===== config.mk =====
export PLATFORM = sky130hd
export DESIGN_NAME = regfile_ctrl
export DESIGN_NICKNAME = d
export VERILOG_FILES = /design/src/rtl/regfile_pkg.sv /design/src/rtl/regfile_ctrl_dec5to32.sv /design/src/rtl/regfile_ctrl.sv
export SDC_FILE = /design/constraint.sdc
export NUM_CORES = 1
export LEC_CHECK = 0
export CAP_MARGIN = 20
export CELL_PAD_IN_SITES_DETAIL_PLACEMENT = 1
export CELL_PAD_IN_SITES_GLOBAL_PLACEMENT = 1
export CORE_ASPECT_RATIO = 1.1
export CORE_MARGIN = 5
export CORE_UTILIZATION = 34
export DETAILED_ROUTE_END_ITERATION = 12
export PLACE_DENSITY = 0.95
export SLEW_MARGIN = 20
export SYNTH_ARGS = -nofsm -noshare
export SYNTH_HDL_FRONTEND = slang
export SYNTH_HIERARCHICAL = 1
export SYNTH_SLANG_ARGS = --single-unit

===== constraint.sdc =====
create_clock -name clk -period 8.5 [get_ports clk]
set_input_delay 1.7 -clock clk [delete_from_list [all_inputs] [get_ports clk]]
set_output_delay 1.7 -clock clk [all_outputs]
set_load 0.02 [all_outputs]

===== src/rtl/regfile_pkg.sv =====
// Shared constants and the writeback request bundle for the register-file controller.
package regfile_pkg;

  localparam int NREG  = 32;
  localparam int REG_W = 5;
  localparam int DW    = 64;

  localparam logic [REG_W-1:0] ZERO_REG = 5'd31;

  // Round-robin pointer encoding: names the side that wins a tie.
  localparam logic WB_ALU = 1'b0;
  localparam logic WB_MEM = 1'b1;

  typedef struct packed {
    logic             vld;
    logic [REG_W-1:0] rd;
    logic [DW-1:0]    dat;
  } wb_req_t;

endpackage


===== src/rtl/regfile_ctrl_dec5to32.sv =====
// 5-bit register number to 32-bit one-hot select; purely combinational.
module dec5to32
  import regfile_pkg::*;
(
  input  logic [REG_W-1:0] i_sel,
  output logic [NREG-1:0]  o_onehot
);

  always_comb begin
    o_onehot = '0;
    o_onehot[i_sel] = 1'b1;
  end

endmodule


===== src/rtl/regfile_ctrl.sv =====
// Read-select decode, busy-bit hazard scoreboard and round-robin write-port arbiter.
// Writeback commits one edge after an uncontested request; issue stalls on RAW/WAW.
module regfile_ctrl
  import regfile_pkg::*;
(
  input  logic             clk,
  input  logic             reset,
  input  logic             issue_valid,
  input  logic [REG_W-1:0] issue_ra,
  input  logic [REG_W-1:0] issue_rb,
  input  logic [REG_W-1:0] issue_rd,
  input  logic             issue_rd_we,
  output logic             issue_ready,
  output logic [NREG-1:0]  Aselect,
  output logic [NREG-1:0]  Bselect,
  input  logic             alu_wb_valid,
  input  logic [REG_W-1:0] alu_wb_rd,
  input  logic [DW-1:0]    alu_wb_data,
  output logic             alu_wb_ready,
  input  logic             mem_wb_valid,
  input  logic [REG_W-1:0] mem_wb_rd,
  input  logic [DW-1:0]    mem_wb_data,
  output logic             mem_wb_ready,
  output logic [NREG-1:0]  Dselect,
  output logic [DW-1:0]    dbus,
  output logic             wb_err,
  output logic [31:0]      stall_cnt
);

  logic [NREG-2:0] r_busy;
  logic            r_rr;
  logic [NREG-1:0] r_dselect;
  logic [DW-1:0]   r_dbus;
  logic            r_wb_err;
  logic [31:0]     r_stall_cnt;

  logic [NREG-1:0] w_busy;
  logic [NREG-1:0] w_busy_nxt;
  logic [NREG-1:0] w_dsel_dec;
  logic            w_issue_ready;
  logic            w_issue_set;
  logic            w_stall;
  logic            w_gnt_alu;
  logic            w_gnt_mem;
  logic            w_gnt;
  logic            w_wb_real;
  logic            w_wb_err_set;
  wb_req_t         w_alu_req;
  wb_req_t         w_mem_req;
  wb_req_t         w_win;

  assign w_busy = {1'b0, r_busy};

  dec5to32 u_dec_a (.i_sel(issue_ra),  .o_onehot(Aselect));
  dec5to32 u_dec_b (.i_sel(issue_rb),  .o_onehot(Bselect));
  dec5to32 u_dec_d (.i_sel(w_win.rd),  .o_onehot(w_dsel_dec));

  // Hazard check sees registered busy bits only; a same-cycle writeback does not bypass.
  assign w_issue_ready = ~reset & ~(w_busy[issue_ra] | w_busy[issue_rb] |
                                    (issue_rd_we & w_busy[issue_rd]));
  assign w_issue_set   = issue_valid & w_issue_ready & issue_rd_we & (issue_rd != ZERO_REG);
  assign w_stall       = issue_valid & ~w_issue_ready;

  assign w_alu_req = '{vld: alu_wb_valid, rd: alu_wb_rd, dat: alu_wb_data};
  assign w_mem_req = '{vld: mem_wb_valid, rd: mem_wb_rd, dat: mem_wb_data};

  assign w_gnt_mem = ~reset & w_mem_req.vld & (~w_alu_req.vld | (r_rr == WB_MEM));
  assign w_gnt_alu = ~reset & w_alu_req.vld & ~w_gnt_mem;
  assign w_gnt     = w_gnt_alu | w_gnt_mem;
  assign w_win     = w_gnt_mem ? w_mem_req : w_alu_req;

  assign w_wb_real    = w_gnt & (w_win.rd != ZERO_REG);
  assign w_wb_err_set = w_wb_real & ~w_busy[w_win.rd];

  // Clear before set so an illegal same-register collision leaves the bit busy.
  always_comb begin
    w_busy_nxt = w_busy;
    if (w_wb_real)   w_busy_nxt[w_win.rd] = 1'b0;
    if (w_issue_set) w_busy_nxt[issue_rd] = 1'b1;
  end

  always_ff @(posedge clk) begin
    if (reset) begin
      r_busy      <= '0;
      r_rr        <= WB_ALU;
      r_dselect   <= '0;
      r_dbus      <= '0;
      r_wb_err    <= 1'b0;
      r_stall_cnt <= '0;
    end else begin
      r_busy <= w_busy_nxt[NREG-2:0];
      if (w_gnt) begin
        r_rr      <= w_gnt_alu ? WB_MEM : WB_ALU;
        r_dbus    <= w_win.dat;
        r_dselect <= w_wb_real ? w_dsel_dec : '0;
      end else begin
        r_dselect <= '0;
      end
      if (w_wb_err_set) r_wb_err <= 1'b1;
      if (w_stall)      r_stall_cnt <= r_stall_cnt + 32'd1;
    end
  end

  assign issue_ready  = w_issue_ready;
  assign alu_wb_ready = w_gnt_alu;
  assign mem_wb_ready = w_gnt_mem;
  assign Dselect      = r_dselect;
  assign dbus         = r_dbus;
  assign wb_err       = r_wb_err;
  assign stall_cnt    = r_stall_cnt;

endmodule


==> results of run 1 <==
[critical path: stages]
cell and delay (ps):
clkdlybuf4s50_1 1060, mux4_2 640, a2111oi_4 420, o2111ai_4 180, o21ai_4 460, nand2_4 260
inv_2 150, clkdlybuf4s50_1 620
[final timing paths]
check	start	to	slack (ps)
worst min-delay path	wb_err	wb_err	530
worst max-delay path	issue_rd[1]	issue_ready	1310
worst min register to register	wb_err	wb_err	530
worst max register to register	r_rr	wb_err	4940
[layout make-up]
| type | instances | share of cell area [%] |
|---|---|---|
| Inverter | 15 | 0.434 |
| Tap cell | 315 | 3.04 |
| Multi-Input combinational cell | 741 | 39.0 |
| Timing Repair Buffer | 361 | 27.8 |
| Sequential cell | 161 | 24.8 |
| Clock buffer | 17 | 3.28 |
| Antenna cell | 5 | 0.0965 |
| Clock inverter | 15 | 1.44 |
[registers in the layout (all words and copies together), names as in the netlist]
signal,flops
r_busy,31
Dselect,32
dbus,64
stall_cnt,32
wb_err,1
r_rr,1
[routing by layer]
layer,share of wire [%],vias up
met5,0,-
met4,3.8,0
met3,7.6,91
met2,51,376
met1,37,4347
li1,-,4187
[layout by cell type, fill, tap and decap left out, drive strengths merged, types with 13 or more instances in the layout]
master         Yosys  layout
mux2i             89      89
dfxtp            161     161
a211oi            68      68
nor2b             18      18
inv               12      21
clkbuf            50      17
nand2             46      46
and3              16      16
o21ai             34      34
mux4              17      17
xnor2             14      14
nand4             13      13
clkdlybuf4s50      0     352
nand3             28      28
nor2             206     206
o211ai            32      32
and2              36      36
nand3b            13      13
mux2              17      17
[through the flow]
step	hold slack, ps	utilization, %	area [um2]	setup WS (ps)
2_1_floorplan	485	-	8660	3450
5_1_grt	539	51.5	13000	1140
3_3_place_gp	469	48.9	12300	1460
6_report	527	51.5	13000	1310
4_1_cts	535	51.3	12900	1320
3_5_place_dp	489	48.9	12300	1320
[synthesized netlist by cell type (all sizes together), types with 3 or more instances]
library cell,count
nor2,206
dfxtp,161
mux2i,89
a211oi,68
clkbuf,50
nand2,46
and2,36
o21ai,34
o211ai,32
nand3,28
buf,21
nor2b,18
mux2,17
mux4,17
and3,16
xnor2,14
nand3b,13
nand4,13
a2111oi,12
inv,12
a21oi,11
nand2b,10
nor3,9
or3b,9
or3,5
a311oi,3
a31o,3
clkinv,3
o22ai,3
or2,3
[logic make-up after synthesis]
family,count (synthesis)
mux,123
compound gates,182
fa+ha+maj,1
simple gates,421
buf+inv,86
xor+xnor,14
flops,161
[power breakdown]
part	switching (mW)	total, mW	internal [mW]
combinational	0.199	0.379	0.180
sequential	0.0197	0.803	0.784
clock	0.370	0.795	0.425
total	0.589	1.98	1.39
==> flow_metrics.tcl, run 1 <==
set metrics [dict create \
    wire_per_inst_um 21.5 \
    wl_um 35100 \
    maxSlewHeadroom_pct 29.0 \
    die_y_um 177 \
    synth_compound_area_share_pct 16.1 \
    fin_cells 1630 \
    busiest_layer "met2" \
    tritoncts "built" \
    start_util_pct 34.4 \
    syn_avg_cell_area_um2 8.76 \
    ys_warn_count 6 \
    multiInputGateArea_mm2 0.00506 \
    rr_worst_depth 7 \
    ys.flop_type "dfxtp_1" \
    die_area_mm2 0.0288 \
    postCtsSetupRepairBufs 0 \
    synth_top_area_share_pct 37.2 \
    fin_crit_ps 7190 \
    firstDrtPassIters 5 \
    synth_xor_area_share_pct 1.42 \
    met2_usage_pct 43.1 \
    yosys.area.top_type "dfxtp_1" \
    num_vias 9001 \
    num-fill-cells 2852 \
    dpl.hpwl_um 26600 \
    place.gp.congestion 0.963 \
    cp-end-kind "primary output" \
    ys_async_sr_fraction_pct 0 \
    drt_first_iter_violations 515 \
    coreArea_mm2 0.0252 \
    drc 0 \
    arrival_ps 5490 \
    hold_viol 0 \
    drv_cap 0 \
    drv_slew 0 \
    ctsHoldBuffers 0 \
    ctsResizeCount 0 \
    syn_inst 988 \
    drive_gt1_share_pct 7.79 \
    clk_pin_slew_worst_paths_ps 70 \
    min_path_type "flip-flop to flip-flop" \
    num_rows 61 \
    rsz0062_at_grt "no" \
    fin_nets 1457 \
    setup_viol 0 \
    grt_overflow_total 0 \
    place_inst 1592 \
    synth_seq_area_share_pct 37.2 \
    use_met1_pct 24.7 \
    io_buffers 354 \
    areaGrowthSynthToFinish_pct 49.8 \
    power.total_mw 1.98 \
    grt_use_met3_pct 7.15 \
    synth_area_mm2 0.00866 \
    seqCellArea_mm2 0.00322 \
    vias_per_cell 5.52 \
    fin_crit_sh_pct 84.6 \
    grt_max_degree 103 \
    synth_edf_count 0 \
    worstPathRequired_ps 6800 \
    path_class "primary input to primary output" \
    ctsLongestPathBuffers 2 \
    cp_max_fo 21 \
    grt_usage_pct 23.7 \
    synthSimpleGateAreaFrac_pct 23.7 \
    p_leak_nw 4.74 \
    final.setup_skew_ps 26.5 \
    numCtsBuffers 17 \
    grt_pass1_vias 9820 \
    cts.sinks 161 \
    fmax_mhz 139 \
    detail-route-antenna-nets 0 \
    insertion_delay_ps 440 \
    yosys_register_bits 161 \
    power_density_mw_per_mm2 152 \
    synth_top_family_by_area "simple AND/OR/NAND/NOR gates" \
    ir_drop_v 0.000128 \
    whs_path_depth 1 \
    htreeDepth 4 \
    tns_ps 0 \
    synth_fp_nets 1148 \
    synth_adder_area_share_pct 0.145 \
    die_x_um 162 \
    grt_pass1_wl_um 54200 \
    pin_count 355 \
    worst_pin_slew_ps 1060 \
    antenna_found_initial 5 \
    worstSetupStartpointType "primary input" \
    cts-root-buf "clkbuf_16" \
    synth_cell_types 70 \
    muxShareOfSynthArea_pct 17.0 \
    synth_area_leaders "dfxtp_1 37%, mux2i_1 10%, nor2_1 8.9%" \
    status "completed" \
]
(Power assumes the default switching activity.)
==> inputs of run 2 (changes only) <==
--- a/config.mk
+++ b/config.mk
@@ -10,9 +10,9 @@
 export CELL_PAD_IN_SITES_GLOBAL_PLACEMENT = 1
 export CORE_ASPECT_RATIO = 1.1
 export CORE_MARGIN = 5
-export CORE_UTILIZATION = 34
+export CORE_UTILIZATION = 31
 export DETAILED_ROUTE_END_ITERATION = 12
-export PLACE_DENSITY = 0.95
+export PLACE_DENSITY = 0.89
 export SLEW_MARGIN = 20
 export SYNTH_ARGS = -nofsm -noshare
 export SYNTH_HDL_FRONTEND = slang
==> constraint.sdc (replaced) <==
create_clock -name clk -period 6.95 [get_ports clk]
set_input_delay 1.39 -clock clk [delete_from_list [all_inputs] [get_ports clk]]
set_output_delay 1.39 -clock clk [all_outputs]
set_load 0.02 [all_outputs]
==> run 2 against run 1 <==
Against the previous run: via count down 2.3%; total power is 19% higher; clock skew down 12 ps; global-route usage decreased by 2.6 points; count of clock-buffer cells in the layout unchanged; flip-flop and latch count stayed put; register-to-register slack worse by 1400 ps; final area barely moved; cell count increased by 2.8%; worst hold slack got worse by 39 ps; die area up 9.1%.
==> flow_metrics.tcl, run 2 (same netlist as run 1, synthesis figures left out) <==
set metrics [dict create \
    status "completed" \
    areaGrowthSynthToFinish_pct 49.8 \
    final_common_cell "clkdlybuf4s50_1" \
    hold_viol 0 \
    p_sw_mw 0.706 \
    htreeDepth 4 \
    tritoncts "built" \
    grt_pass1_wl_um 53000 \
    detail-route-antenna-nets 0 \
    wire_per_inst_um 20.3 \
    setup_viol 0 \
    grt_pass1_vias 9412 \
    postCtsSetupRepairBufs 0 \
    arrival_ps 4670 \
    firstDrtPassIters 4 \
    die_y_um 185 \
    rr_worst_depth 8 \
    final_util_pct 46.8 \
    drt_first_iter_violations 443 \
    cp-end-kind "primary output" \
    grt_usage_pct 21.2 \
    drive_gt1_share_pct 7.85 \
    layout_common_cells "352 x clkdlybuf4s50_1, 206 x nor2_1, 161 x dfxtp_1" \
    vias_per_cell 5.25 \
    cts-root-buf "clkbuf_16" \
    grt_max_degree 107 \
    place.gp.congestion 0.863 \
    netSwitchingFraction_pct 29.9 \
    drc 0 \
    p_clk_share_pct 39.0 \
    combPwrFrac_pct 19.4 \
    coreArea_mm2 0.0277 \
    final.setup_skew_ps 14.6 \
    fin_crit_sh_pct 87.2 \
    power.internal_mw 1.65 \
    die_area_mm2 0.0314 \
    insertion_delay_ps 430 \
    rsz0062_at_grt "no" \
    path_class "primary input to primary output" \
    antenna_found_initial 2 \
    fmax_mhz 165 \
    worstPathRequired_ps 5560 \
    worst_pin_slew_ps 1040 \
    fin_nets 1459 \
    power_density_mw_per_mm2 182 \
    pin_count 355 \
    min_path_type "flip-flop to flip-flop" \
    die_x_um 169 \
    p_leak_nw 4.71 \
    tns_ps 0 \
    cp_max_fo 21 \
    ir_drop_v 0.000170 \
    drv_slew 0 \
    largest_reg_flops 64 \
    wl_um 34100 \
    worstSetupStartpointType "primary input" \
    num_vias 8798 \
    clk_pin_slew_worst_paths_ps 80 \
    dpl.hpwl_um 25900 \
    whs_path_depth 1 \
    fin_crit_ps 6060 \
    ctsResizeCount 0 \
    numCtsBuffers 17 \
    cts.sinks 161 \
    io_buffers 354 \
    drv_cap 0 \
    grt_overflow_total 0 \
    num_rows 64 \
    maxSlewHeadroom_pct 30.5 \
    ctsHoldBuffers 0 \
    start_util_pct 31.2 \
    seqPwrFrac_pct 41.6 \
    ctsLongestPathBuffers 2 \
    diodes 0 \
]
[run 2: changes by cell type in the layout (fill, tap and decap cells not counted), sizes merged]
cell      change
clkinvlp      +3
diode         -5
buf           +2
bufinv        -1
inv           -2
[run 2: per-layer routing]
metal / vias to the layer above / part of all wire [%] / global-route usage (%)
li1: 4167 / - / -
met1: 4217 / 37 / 22.7
met2: 348 / 51 / 38.6
met3: 64 / 8.9 / 7.11
met4: 2 / 2.7 / 7.86
met5: - / 0.035 / 0
[run 2: final cells by class]
cell class | instances | area, um2
clock inverters | 15 | 146
fillers | 3220 | 14700
multi-input cells | 741 | 5060
flip-flops and latches | 161 | 3220
well taps | 363 | 454
repair buffers | 363 | 3610
inverters | 15 | 56.3
clock buffers | 17 | 425
[run 2: metrics by stage]
| step | worst slack, ps | area [um2] | power (mW) | hold WS, ps | instances |
|---|---|---|---|---|---|
| after global routing | 701 | 13000 | 2.46 | 526 | 1675 |
| after floorplan | 2520 | 8660 | 1.23 | 485 | 988 |
| after detailed placement | 855 | 12400 | 1.46 | 475 | 1643 |
| after CTS | 853 | 13000 | 2.39 | 495 | 1675 |
| final | 887 | 13000 | 2.36 | 488 | 1675 |
| after global placement | 927 | 12400 | 1.45 | 465 | 1643 |
[run 2: power groups by stage]
stage	Sequential, mW	Clock [mW]	Combinational (mW)
floorplan	1.04	0	0.190
global placement	1.00	0	0.451
detailed placement	1.00	0	0.460
CTS	0.982	0.944	0.463
global route	0.986	0.982	0.491
finish	0.981	0.919	0.459
[run 2: path summary, 6_finish.rpt]
| check | start | end | slack [ps] |
|---|---|---|---|
| worst min register to register | wb_err | wb_err | 490 |
| worst min-delay path | wb_err | wb_err | 490 |
| worst max register to register | r_rr | Dselect[20] | 3530 |
| worst max-delay path | issue_rd[1] | issue_ready | 890 |
[run 2: critical path, cell delays in order]
cell,delay [ps]
clkdlybuf4s50_1,630
buf_4,280
mux2_2,350
and3_1,200
a2111oi_4,330
o2111ai_4,180
o21ai_4,140
buf_4,250
nand2_4,190
inv_2,100
clkdlybuf4s50_1,600
